[config.mk]
export PLATFORM = sky130hd
export DESIGN_NAME = dbus_fabric
export DESIGN_NICKNAME = d
export VERILOG_FILES = /design/src/rtl/dbus_pkg.sv /design/src/rtl/dbus_io_regs.sv /design/src/rtl/dbus_fabric.sv
export SDC_FILE = /design/constraint.sdc
export NUM_CORES = 1
export LEC_CHECK = 0
export ABC_AREA = 1
export CORE_MARGIN = 4
export CORE_UTILIZATION = 47
export DETAILED_ROUTE_END_ITERATION = 10
export GPL_TIMING_DRIVEN = 0
export MAX_ROUTING_LAYER = met4
export PLACE_DENSITY = 0.83
export SYNTH_ARGS = -nofsm -noshare
export SYNTH_HDL_FRONTEND = slang
export SYNTH_HIERARCHICAL = 1
export SYNTH_SLANG_ARGS = --single-unit
export TNS_END_PERCENT = 30
[constraint.sdc]
create_clock -name clk -period 3.8 [get_ports clk]
set_input_delay 0.76 -clock clk [delete_from_list [all_inputs] [get_ports clk]]
set_output_delay 0.76 -clock clk [all_outputs]
set_load 0.05 [all_outputs]
[src/rtl/dbus_pkg.sv]
// Shared constants for the CPU data-bus fabric: region decode width, IO page
// register offsets and the value returned for reads of unmapped space.
package dbus_pkg;

    localparam int unsigned DBUS_REGION_W = 2;
    localparam int unsigned IO_OFF_W      = 2;
    localparam int unsigned CNT_W         = 32;

    typedef enum logic [IO_OFF_W-1:0] {
        IO_LED    = 2'd0,
        IO_CYCLES = 2'd1,
        IO_WRITES = 2'd2,
        IO_ERR    = 2'd3
    } io_off_e;

    // Every bit of an unmapped read returns this value.
    localparam logic UNMAPPED_RBIT = 1'b0;

endpackage

[src/rtl/dbus_io_regs.sv]
// Internal IO page of the data-bus fabric: LED register, cycle counter,
// write counter, sticky unmapped-access flag and the registered read port.
module dbus_io_regs
    import dbus_pkg::*;
#(
    parameter int unsigned DATA_W = 32,
    parameter int unsigned LED_W  = 1
) (
    input  logic                clk,
    input  logic                rst,
    input  logic                i_io_wen,
    input  logic [IO_OFF_W-1:0] i_off,
    input  logic [LED_W-1:0]    i_led_wdata,
    input  logic                i_w1c_bit,
    input  logic                i_count_wr,
    input  logic                i_unmapped,
    output logic [DATA_W-1:0]   o_rdata,
    output logic [LED_W-1:0]    o_led,
    output logic                o_err
);

    logic [LED_W-1:0]  r_led;
    logic [CNT_W-1:0]  r_cycles;
    logic [CNT_W-1:0]  r_writes;
    logic              r_err;
    logic [DATA_W-1:0] r_rdata;
    logic [DATA_W-1:0] w_rd_val;
    io_off_e           w_off;

    assign w_off = io_off_e'(i_off);

    // Read value selected from the pre-update register contents.
    always_comb begin
        w_rd_val = '0;
        case (w_off)
            IO_LED:    w_rd_val = DATA_W'(r_led);
            IO_CYCLES: w_rd_val = DATA_W'(r_cycles);
            IO_WRITES: w_rd_val = DATA_W'(r_writes);
            IO_ERR:    w_rd_val = DATA_W'(r_err);
            default:   w_rd_val = '0;
        endcase
    end

    always_ff @(posedge clk or posedge rst) begin
        if (rst) begin
            r_led    <= '0;
            r_cycles <= '0;
            r_writes <= '0;
            r_err    <= 1'b0;
            r_rdata  <= '0;
        end else begin
            r_cycles <= r_cycles + CNT_W'(1);
            r_rdata  <= w_rd_val;
            if (i_count_wr) begin
                r_writes <= r_writes + CNT_W'(1);
            end
            if (i_io_wen && (w_off == IO_LED)) begin
                r_led <= i_led_wdata;
            end
            // A new unmapped access takes priority over a clear.
            if (i_unmapped) begin
                r_err <= 1'b1;
            end else if (i_io_wen && (w_off == IO_ERR) && i_w1c_bit) begin
                r_err <= 1'b0;
            end
        end
    end

    assign o_rdata = r_rdata;
    assign o_led   = r_led;
    assign o_err   = r_err;

endmodule

[src/rtl/dbus_fabric.sv]
// CPU data-bus interconnect: region decode, one-hot slave write enables,
// single-cycle read return from slaves or the internal IO page.
module dbus_fabric
    import dbus_pkg::*;
#(
    parameter int unsigned ADDR_W   = 16,
    parameter int unsigned DATA_W   = 32,
    parameter int unsigned REGION_W = DBUS_REGION_W,
    parameter int unsigned N_SLV    = 2,
    parameter int unsigned LED_W    = 1
) (
    input  logic                       clk,
    input  logic                       rst,
    input  logic [ADDR_W-1:0]          dbus_addr,
    input  logic [DATA_W-1:0]          dbus_write,
    input  logic                       dbus_wen,
    output logic [DATA_W-1:0]          dbus_read,
    output logic [ADDR_W-REGION_W-1:0] slv_addr,
    output logic [DATA_W-1:0]          slv_wdata,
    output logic [N_SLV-1:0]           slv_wen,
    input  logic [N_SLV*DATA_W-1:0]    slv_rdata,
    output logic [LED_W-1:0]           led,
    output logic                       err
);

    localparam logic [REGION_W-1:0] IO_REGION = REGION_W'(N_SLV);

    if (LED_W > DATA_W) begin : g_bad_led_w
        $error("dbus_fabric: LED_W must not exceed DATA_W");
    end
    if (N_SLV > (2**REGION_W) - 1) begin : g_bad_n_slv
        $error("dbus_fabric: N_SLV leaves no region for the IO page");
    end

    logic [REGION_W-1:0] w_region;
    logic                w_is_io;
    logic                w_unmapped;
    logic                w_count_wr;
    logic [REGION_W-1:0] r_rd_sel;
    logic [DATA_W-1:0]   w_io_rdata;

    assign w_region   = dbus_addr[ADDR_W-1 -: REGION_W];
    assign w_is_io    = (w_region == IO_REGION);
    assign w_unmapped = (w_region > IO_REGION);
    assign w_count_wr = dbus_wen & ~w_unmapped;

    assign slv_addr  = dbus_addr[ADDR_W-REGION_W-1:0];
    assign slv_wdata = dbus_write;

    always_comb begin
        slv_wen = '0;
        for (int unsigned k = 0; k < N_SLV; k++) begin
            slv_wen[k] = dbus_wen & ~rst & (w_region == REGION_W'(k));
        end
    end

    // Reset parks the read selector on the IO page, whose read register is zero.
    always_ff @(posedge clk or posedge rst) begin
        if (rst) begin
            r_rd_sel <= IO_REGION;
        end else begin
            r_rd_sel <= w_region;
        end
    end

    dbus_io_regs #(
        .DATA_W (DATA_W),
        .LED_W  (LED_W)
    ) u_io (
        .clk         (clk),
        .rst         (rst),
        .i_io_wen    (dbus_wen & w_is_io),
        .i_off       (dbus_addr[3:2]),
        .i_led_wdata (dbus_write[LED_W-1:0]),
        .i_w1c_bit   (dbus_write[0]),
        .i_count_wr  (w_count_wr),
        .i_unmapped  (w_unmapped),
        .o_rdata     (w_io_rdata),
        .o_led       (led),
        .o_err       (err)
    );

    always_comb begin
        dbus_read = {DATA_W{UNMAPPED_RBIT}};
        if (r_rd_sel == IO_REGION) begin
            dbus_read = w_io_rdata;
        end else begin
            for (int unsigned k = 0; k < N_SLV; k++) begin
                if (r_rd_sel == REGION_W'(k)) begin
                    dbus_read = slv_rdata[k*DATA_W +: DATA_W];
                end
            end
        end
    end

endmodule

==> results of run 1 <==
## registers in the layout, indices dropped and copies added, names as in the netlist
signal         flops
u_io/o_led         1
r_rd_sel           2
u_io/o_err         1
u_io/r_writes     32
u_io/r_cycles     32
u_io/o_rdata      32
## per-layer routing
layer	track usage	share of wire	up-vias	wire length, µm
met1	0.296	0.38	2578	6840
met3	0.0495	0.080	40	1450
li1	-	-	2760	-
met4	0.108	0.038	0	693
met5	-	0	-	0
met2	0.442	0.50	230	9080
## critical path, stage by stage
cell	delay (ns)
clkdlybuf4s50_1	0.46
inv_1	0.13
nand2_1	0.10
nor3_1	0.14
clkdlybuf4s50_1	0.83
## layout by cell type (no fill, tap or decap), types with 10 or more instances in the layout
master           Yosys  final
buf_4               48     48
buf_6               10     10
clkdlybuf4s50_1      0    153
inv_1               72     71
nand2_1            210    210
o22ai_1             17     17
dfrtp_1             99     99
nand3_1            141    141
xor2_1              36     36
nor2_1              79     79
## power by group
group          internal [mW]  total, mW  switching (mW)
clock network          0.581      0.958           0.377
registers               1.13       1.19          0.0648
logic                  0.278      0.708           0.429
total                   1.99       2.86           0.871
## path summary, 6_finish.rpt
kind	from	to	slack, ns	cells past startpoint
hold reg to reg	u_io/r_cycles[29]	u_io/r_cycles[29]	0.50	2
setup reg to reg	u_io/r_writes[0]	u_io/r_writes[24]	2.19	8
hold / removal	u_io/r_cycles[29]	u_io/r_cycles[29]	0.50	2
min in group asynchronous	rst	r_rd_sel[0]	0.67	2
max in group asynchronous	rst	u_io/r_writes[28]	2.38	3
setup / recovery	rst	slv_wen[0]	0.62	5
## cell type report
type,instances,area share
timing repair buffer,154,0.195
tap,168,0.0263
inverter,76,0.0360
clock buffer,13,0.0350
sequential,100,0.313
buffer,70,0.0660
antenna,1,0.000313
clock inverter,3,0.00532
multi-input combinational,532,0.323
## logic make-up after synthesis
kind of cell / count (synthesis) / synth area share
and+or+nand+nor: 461 / 0.345
AOI/OAI and AO/OA: 29 / 0.0295
xor gates and xnor gates: 40 / 0.0594
adders and majority gates: 2 / 0.00424
DFF: 100 / 0.424
buffers and inverters: 146 / 0.138
## stage by stage
step / cells / worst slack, ns
2_1_floorplan: 778 / 0.478
3_3_place_gp: 1099 / -0.895
3_5_place_dp: 1100 / 0.618
4_1_cts: 1116 / 0.596
5_1_grt: 1117 / 0.536
6_report: 1117 / 0.618
==> qor.log, run 1 <==
[synth] sequential share of the synthesized area 0.424
[die] die boundary height 120 µm
[synth] Yosys top cell by area dfrtp_1
[critical_path] data required time of the critical path 3.04 ns
[die] Total Die Area 0.0144 mm²
[grt] vias in the first global route 5497
[sta] final hold viol count 0
[synth] gate count after technology mapping 778
[sta] final period utilization 0.837
[clock_network] CTS tree built
[drt] number of vias per cell 5.02
[critical_path] critical path type in -> out
[clock_network] root buffer cell clkbuf_16
[power_and_ir_drop] LEAKAGE 3.65 nW
[clock_network] CTS-repair resized insts 0
[sta] unrepaired setup endpoints after global routing false
[final_layout] fraction of layout cells with a size suffix above 1 0.113
[drt] final WL 18100 µm
[power_and_ir_drop] cell area power density 357 mW/mm²
[synth] Syn Nets 895
[synth] count of distinct cell types in the synthesized netlist 30
[sta] final sum of negative setup slack 0 ns
[sta] final setup violation count 0
[grt] GR Util All Layers 0.258
[synth] most frequently used flop master after synthesis dfrtp_1
[die] floorplan core area 0.0122 mm²
[grt] largest net degree at the start of global routing 73
[placed_design] instance area after placement 0.00767 mm²
[synth] list of most frequent post-synthesis cells nand2_1 (210), nand3_1 (141), dfrtp_1 (99)
[critical_path] startpoint type of the worst setup path input pin
[synth] synth top area cells dfrtp_1 (42%), nand2_1 (13%), nand3_1 (12%)
[sta] normalized max-slew margin 0.613
[sta] actual transition at the worst max-transition pin 0.579 ns
[sta] shortest period the worst path allows 3.18 ns
[drt] via count of the routed design 5608
[clock_network] number of sinks on the clock net 100
[grt] global route overflow 0
[clock_network] number of clock buffers inserted by TritonCTS 9
[clock_network] Clock Latency Late Sink 0.34 ns
[placed_design] DP Wirelength 14500 µm
[run_status] result of the run completed
[die] die span in x 120 µm
[clock_network] worst-case clock buffer depth 2
[clock_network] clock transition at the registers of the reported paths 0.07 ns
[die] starting utilization of the core area 0.485
[final_layout] Final nets 1060
[die] I/O pin count 197
[drt] wire length per cell after detailed routing 16.2 µm
[critical_path] critical path fanouts, max 3
[clock_network] Hold-fix buffers, CTS 0
[synth] mean cell area of the mapped netlist 7.58 µm²
[final_layout] fraction of the core area covered by cells at the end of the flow 0.658
[sta] count of pins over their slew limit 0
[run] Max-cap violations 0
[power_and_ir_drop] final total power 2.86 mW
[clock_network] number of setup buffers added after CTS 0
[final_layout] post-layout instance area 0.00800 mm²
[synth] number of flip-flops and latches in the synthesized netlist 100
[power_and_ir_drop] worst vdd ir 0.195 mV
[die] number of standard-cell rows in the floorplan 40
[placed_design] final weighted congestion in routability-driven placement 0.964
[drt] # DRC 0
[final_layout] relative area change from synthesis to final layout 35.5%
[critical_path] element type at the critical path end primary output
[synth] number of flops mapped to enable cells by yosys 0
[clock_network] H-tree levels 3
[synth] cell with the most instances after synthesis nand2_1
[sta] maximum frequency from static timing analysis 314 MHz
[synth] mapped cell area 0.00590 mm²
[final_layout] number of fill cells in the layout 1033
[sta] Hold WS 0.502 ns
[synth] area fraction of the dominant cell type after synthesis 0.420
[critical_path] Arr. time, crit path 2.42 ns
[synth] Async S/R FF share, synth 1.00
[min_path] worst min-delay path category reg -> reg
[drt] First DRT Iteration DRCs 373
[placed_design] number of buffers added on ports 153
[final_layout] combined flip-flop and latch cell area 0.00250 mm²
[drt] detailed-router iteration count before antenna repair 5
[grt] initial antenna violation count 1
[grt] global-route wire length before repair 28400 µm
[synth] number of warnings issued by yosys 6
[sta] clock skew 0.00548 ns
[drt] number of nets still failing antenna checks after routing 0
[final_layout] footprint of the multi-input gates 0.00258 mm²
Note: power is estimated with default switching activity, not from simulation.
==> run 2, diff against run 1 <==
==> constraint.sdc (replaced) <==
create_clock -name clk -period 3 [get_ports clk]
set_input_delay 0.6 -clock clk [delete_from_list [all_inputs] [get_ports clk]]
set_output_delay 0.6 -clock clk [all_outputs]
set_load 0.05 [all_outputs]
==> run 2 against run 1 <==
Power increased by 23%. Sequential cell count unchanged. Combinational power increased by 27%. Register-to-register slack got worse by 0.80 ns. Sequential power increased by 27%. Die area unchanged. Cell area decreased by 0.28%. First-iteration DRC count decreased by 13%. Clock skew increased by 0.0021 ns. Routed wire length decreased by 3.9%. Sequential share of layout area increased by 0.088 points. Critical endpoint is now dbus_read[5].
==> qor.log, run 2 (synthesis gave the netlist of run 1 again) <==
[power_and_ir_drop] Power Internal 2.43 mW [+22%]
[critical_path] critical path fanouts, max 10 [+7]
[grt] global-route wire length before repair 27500 µm [-2.9%]
[critical_path] Critical Path Max Stage Delay 0.81 ns [-0.02 ns]
[critical_path] startpoint type of the worst setup path flip-flop
[final_layout] footprint of the multi-input gates 0.00258 mm² [unchanged]
[power_and_ir_drop] cell area power density 442 mW/mm² [+24%]
[clock_network] CTS-repair resized insts 0 [unchanged]
[power_and_ir_drop] final total power 3.52 mW [+23%]
[critical_path] Arr. time, crit path 2.29 ns [-0.13 ns]
[final_layout] fraction of layout cells with a size suffix above 1 0.111 [-0.00223]
[clock_network] number of sinks on the clock net 100 [unchanged]
[sta] actual transition at the worst max-transition pin 0.809 ns [+0.231 ns]
[final_layout] most common cell after layout, fill and taps aside nand2_1
[clock_network] root buffer cell clkbuf_16
[sta] final sum of negative setup slack 0 ns [unchanged]
[sta] shortest period the worst path allows 2.89 ns
[critical_path] data required time of the critical path 2.40 ns [-0.64 ns]
[die] die boundary height 120 µm [unchanged]
[drt] detailed-router iteration count before antenna repair 5 [unchanged]
[final_layout] Final nets 1061 [+0.094%]
[clock_network] Hold-fix buffers, CTS 0 [unchanged]
[placed_design] DP Wirelength 14100 µm [-2.8%]
[placed_design] Setup Slack @ Placement 0.186 ns [-0.432 ns]
[final_layout] combined flip-flop and latch cell area 0.00250 mm² [unchanged]
[power_and_ir_drop] power share of the sequential group 0.428 [+0.011]
[final_layout] fraction of the core area covered by cells at the end of the flow 0.656 [-0.00185]
[clock_network] clock transition at the registers of the reported paths 0.07 ns [about the same]
[critical_path] gate family responsible for the most delay along the worst path buffers and inverters
[min_path] worst min-delay path category reg -> reg
[power_and_ir_drop] relative contribution of combinational cells to total power 0.254 [+0.006]
[sta] count of pins over their slew limit 0 [unchanged]
[die] Total Die Area 0.0144 mm² [unchanged]
[critical_path] critical-path cell with the highest stage delay clkdlybuf4s50_1
[critical_path] element type at the critical path end primary output
[critical_path] number of buffer and inverter instances along the worst setup path 3 [unchanged]
[power_and_ir_drop] LEAKAGE 3.63 nW [-0.64%]
[clock_network] number of clock buffers inserted by TritonCTS 9 [unchanged]
[sta] normalized max-slew margin 0.459 [-0.154]
[sta] clock skew 0.00763 ns [+0.00214 ns]
[critical_path] slack of the worst reg-to-reg path 1.39 ns [-0.80 ns]
[clock_network] CTS tree built
[die] number of standard-cell rows in the floorplan 40 [unchanged]
[sta] final period utilization 0.963
[clock_network] Clock Latency Late Sink 0.34 ns [about the same]
[clock_network] worst-case clock buffer depth 2 [unchanged]
[grt] initial antenna violation count 1 [unchanged]
[sta] final hold viol count 0 [unchanged]
[die] I/O pin count 197 [unchanged]
[die] starting utilization of the core area 0.485 [unchanged]
[sta] unrepaired setup endpoints after global routing false
[drt] # DRC 0 [unchanged]
[sta] maximum frequency from static timing analysis 346 MHz
[run] Max-cap violations 0 [unchanged]
[critical_path] critical path type reg -> out
[drt] number of nets still failing antenna checks after routing 0 [unchanged]
[grt] global route overflow 0 [unchanged]
[final_layout] relative area change from synthesis to final layout 35.2%
[final_layout] most frequent cells in the layout nand2_1 (210), clkdlybuf4s50_1 (153), nand3_1 (141)
[drt] number of vias per cell 5.04 [+0.30%]
[run_status] result of the run completed
[critical_path] crit path cell chain buf_6, buf_2, nand3_1, nand3_1, clkdlybuf4s50_1
[sta] final setup violation count 0 [unchanged]
[clock_network] number of setup buffers added after CTS 0 [unchanged]
[placed_design] final weighted congestion in routability-driven placement 0.964 [about the same]
[drt] wire length per cell after detailed routing 15.5 µm [-3.9%]
[clock_network] H-tree levels 3 [unchanged]
[die] floorplan core area 0.0122 mm² [unchanged]
[placed_design] number of buffers added on ports 153 [unchanged]
[power_and_ir_drop] worst vdd ir 0.242 mV [+24%]
[drt] via count of the routed design 5630 [+0.39%]
[power_and_ir_drop] share of total power consumed by net switching 0.311 [+0.00611]
[grt] vias in the first global route 5393 [-1.9%]
[power_and_ir_drop] switching component of the power 1.10 mW [+26%]
[die] die span in x 120 µm [unchanged]
[sta] Hold WS 0.477 ns [-0.0252 ns]
[drt] final WL 17400 µm [-3.9%]
[grt] largest net degree at the start of global routing 37 [-49%]
[grt] GR Util All Layers 0.249 [-0.00910]
[power_and_ir_drop] Clock Power Share 0.318 [-0.017]
[drt] First DRT Iteration DRCs 326 [-13%]
[final_layout] number of fill cells in the layout 1054 [+2.0%]
[critical_path] library cell appearing most often on the critical path nand3_1
[sta] slack of the critical path 0.112 ns [-0.505 ns]
-- run 2: worst reg2reg max path, cell delays in order, from the launching register on --
cell and delay [ns]:
dfrtp_1 0.41, ha_1 0.21, nand2_2 0.09, nor2_4 0.18, nand3b_2 0.16, nor2_1 0.27
nand2_1 0.08, nand2_1 0.06, nand2_1 0.05
-- run 2: area by class of cell --
| type | count | area share |
|---|---|---|
| multi-input cells | 532 | 0.324 |
| clock buffers | 12 | 0.0297 |
| repair buffers | 155 | 0.197 |
| plain buffers | 70 | 0.0662 |
| clock inverters | 4 | 0.00628 |
| inverters | 76 | 0.0362 |
| flip-flops and latches | 100 | 0.314 |
| diodes | 1 | 0.000314 |
| well taps | 168 | 0.0264 |
-- run 2: worst paths after layout --
path / endpoint / depth (start not counted) / start
worst min register to register: u_io/r_writes[31] / 2 / u_io/r_writes[31]
max in group asynchronous: u_io/r_cycles[14] / 3 / rst
min in group asynchronous: r_rd_sel[0] / 2 / rst
worst max register to register: u_io/r_writes[24] / 8 / u_io/r_writes[0]
worst min-delay path: u_io/r_writes[31] / 2 / u_io/r_writes[31]
worst max-delay path: dbus_read[5] / 5 / r_rd_sel[1]
-- run 2: stage by stage --
stage / area, µm² / instances
2_1_floorplan: 5900 / 778
3_3_place_gp: 7640 / 1099
3_5_place_dp: 7680 / 1101
4_1_cts: 7970 / 1117
5_1_grt: 7970 / 1118
6_report: 7970 / 1118
-- run 2: routing by layer --
metal / track usage / routed length (µm)
met5: - / 0
met2: 0.415 / 8600
met1: 0.304 / 6650
met4: 0.0945 / 570
met3: 0.0415 / 1560
-- run 2: power groups by stage --
stage                     Clock, mW  Combinational [mW]  Sequential (mW)
after floorplan                   0               0.572             1.52
final                          1.12               0.897             1.51
after CTS                      1.13               0.900             1.50
after detailed placement          0               0.896             1.53
after global routing           1.19               0.955             1.52
after global placement            0               0.876             1.52
==> run 3, diff against run 2 <==
--- a/config.mk
+++ b/config.mk
@@ -8,6 +8,7 @@
 export ABC_AREA = 1
 export CORE_MARGIN = 4
 export CORE_UTILIZATION = 47
+export CTS_CLUSTER_SIZE = 16
 export DETAILED_ROUTE_END_ITERATION = 10
 export GPL_TIMING_DRIVEN = 0
 export MAX_ROUTING_LAYER = met4
==> results of run 3 <==
Final layout, timing and power as in run 2 (identical DEF).
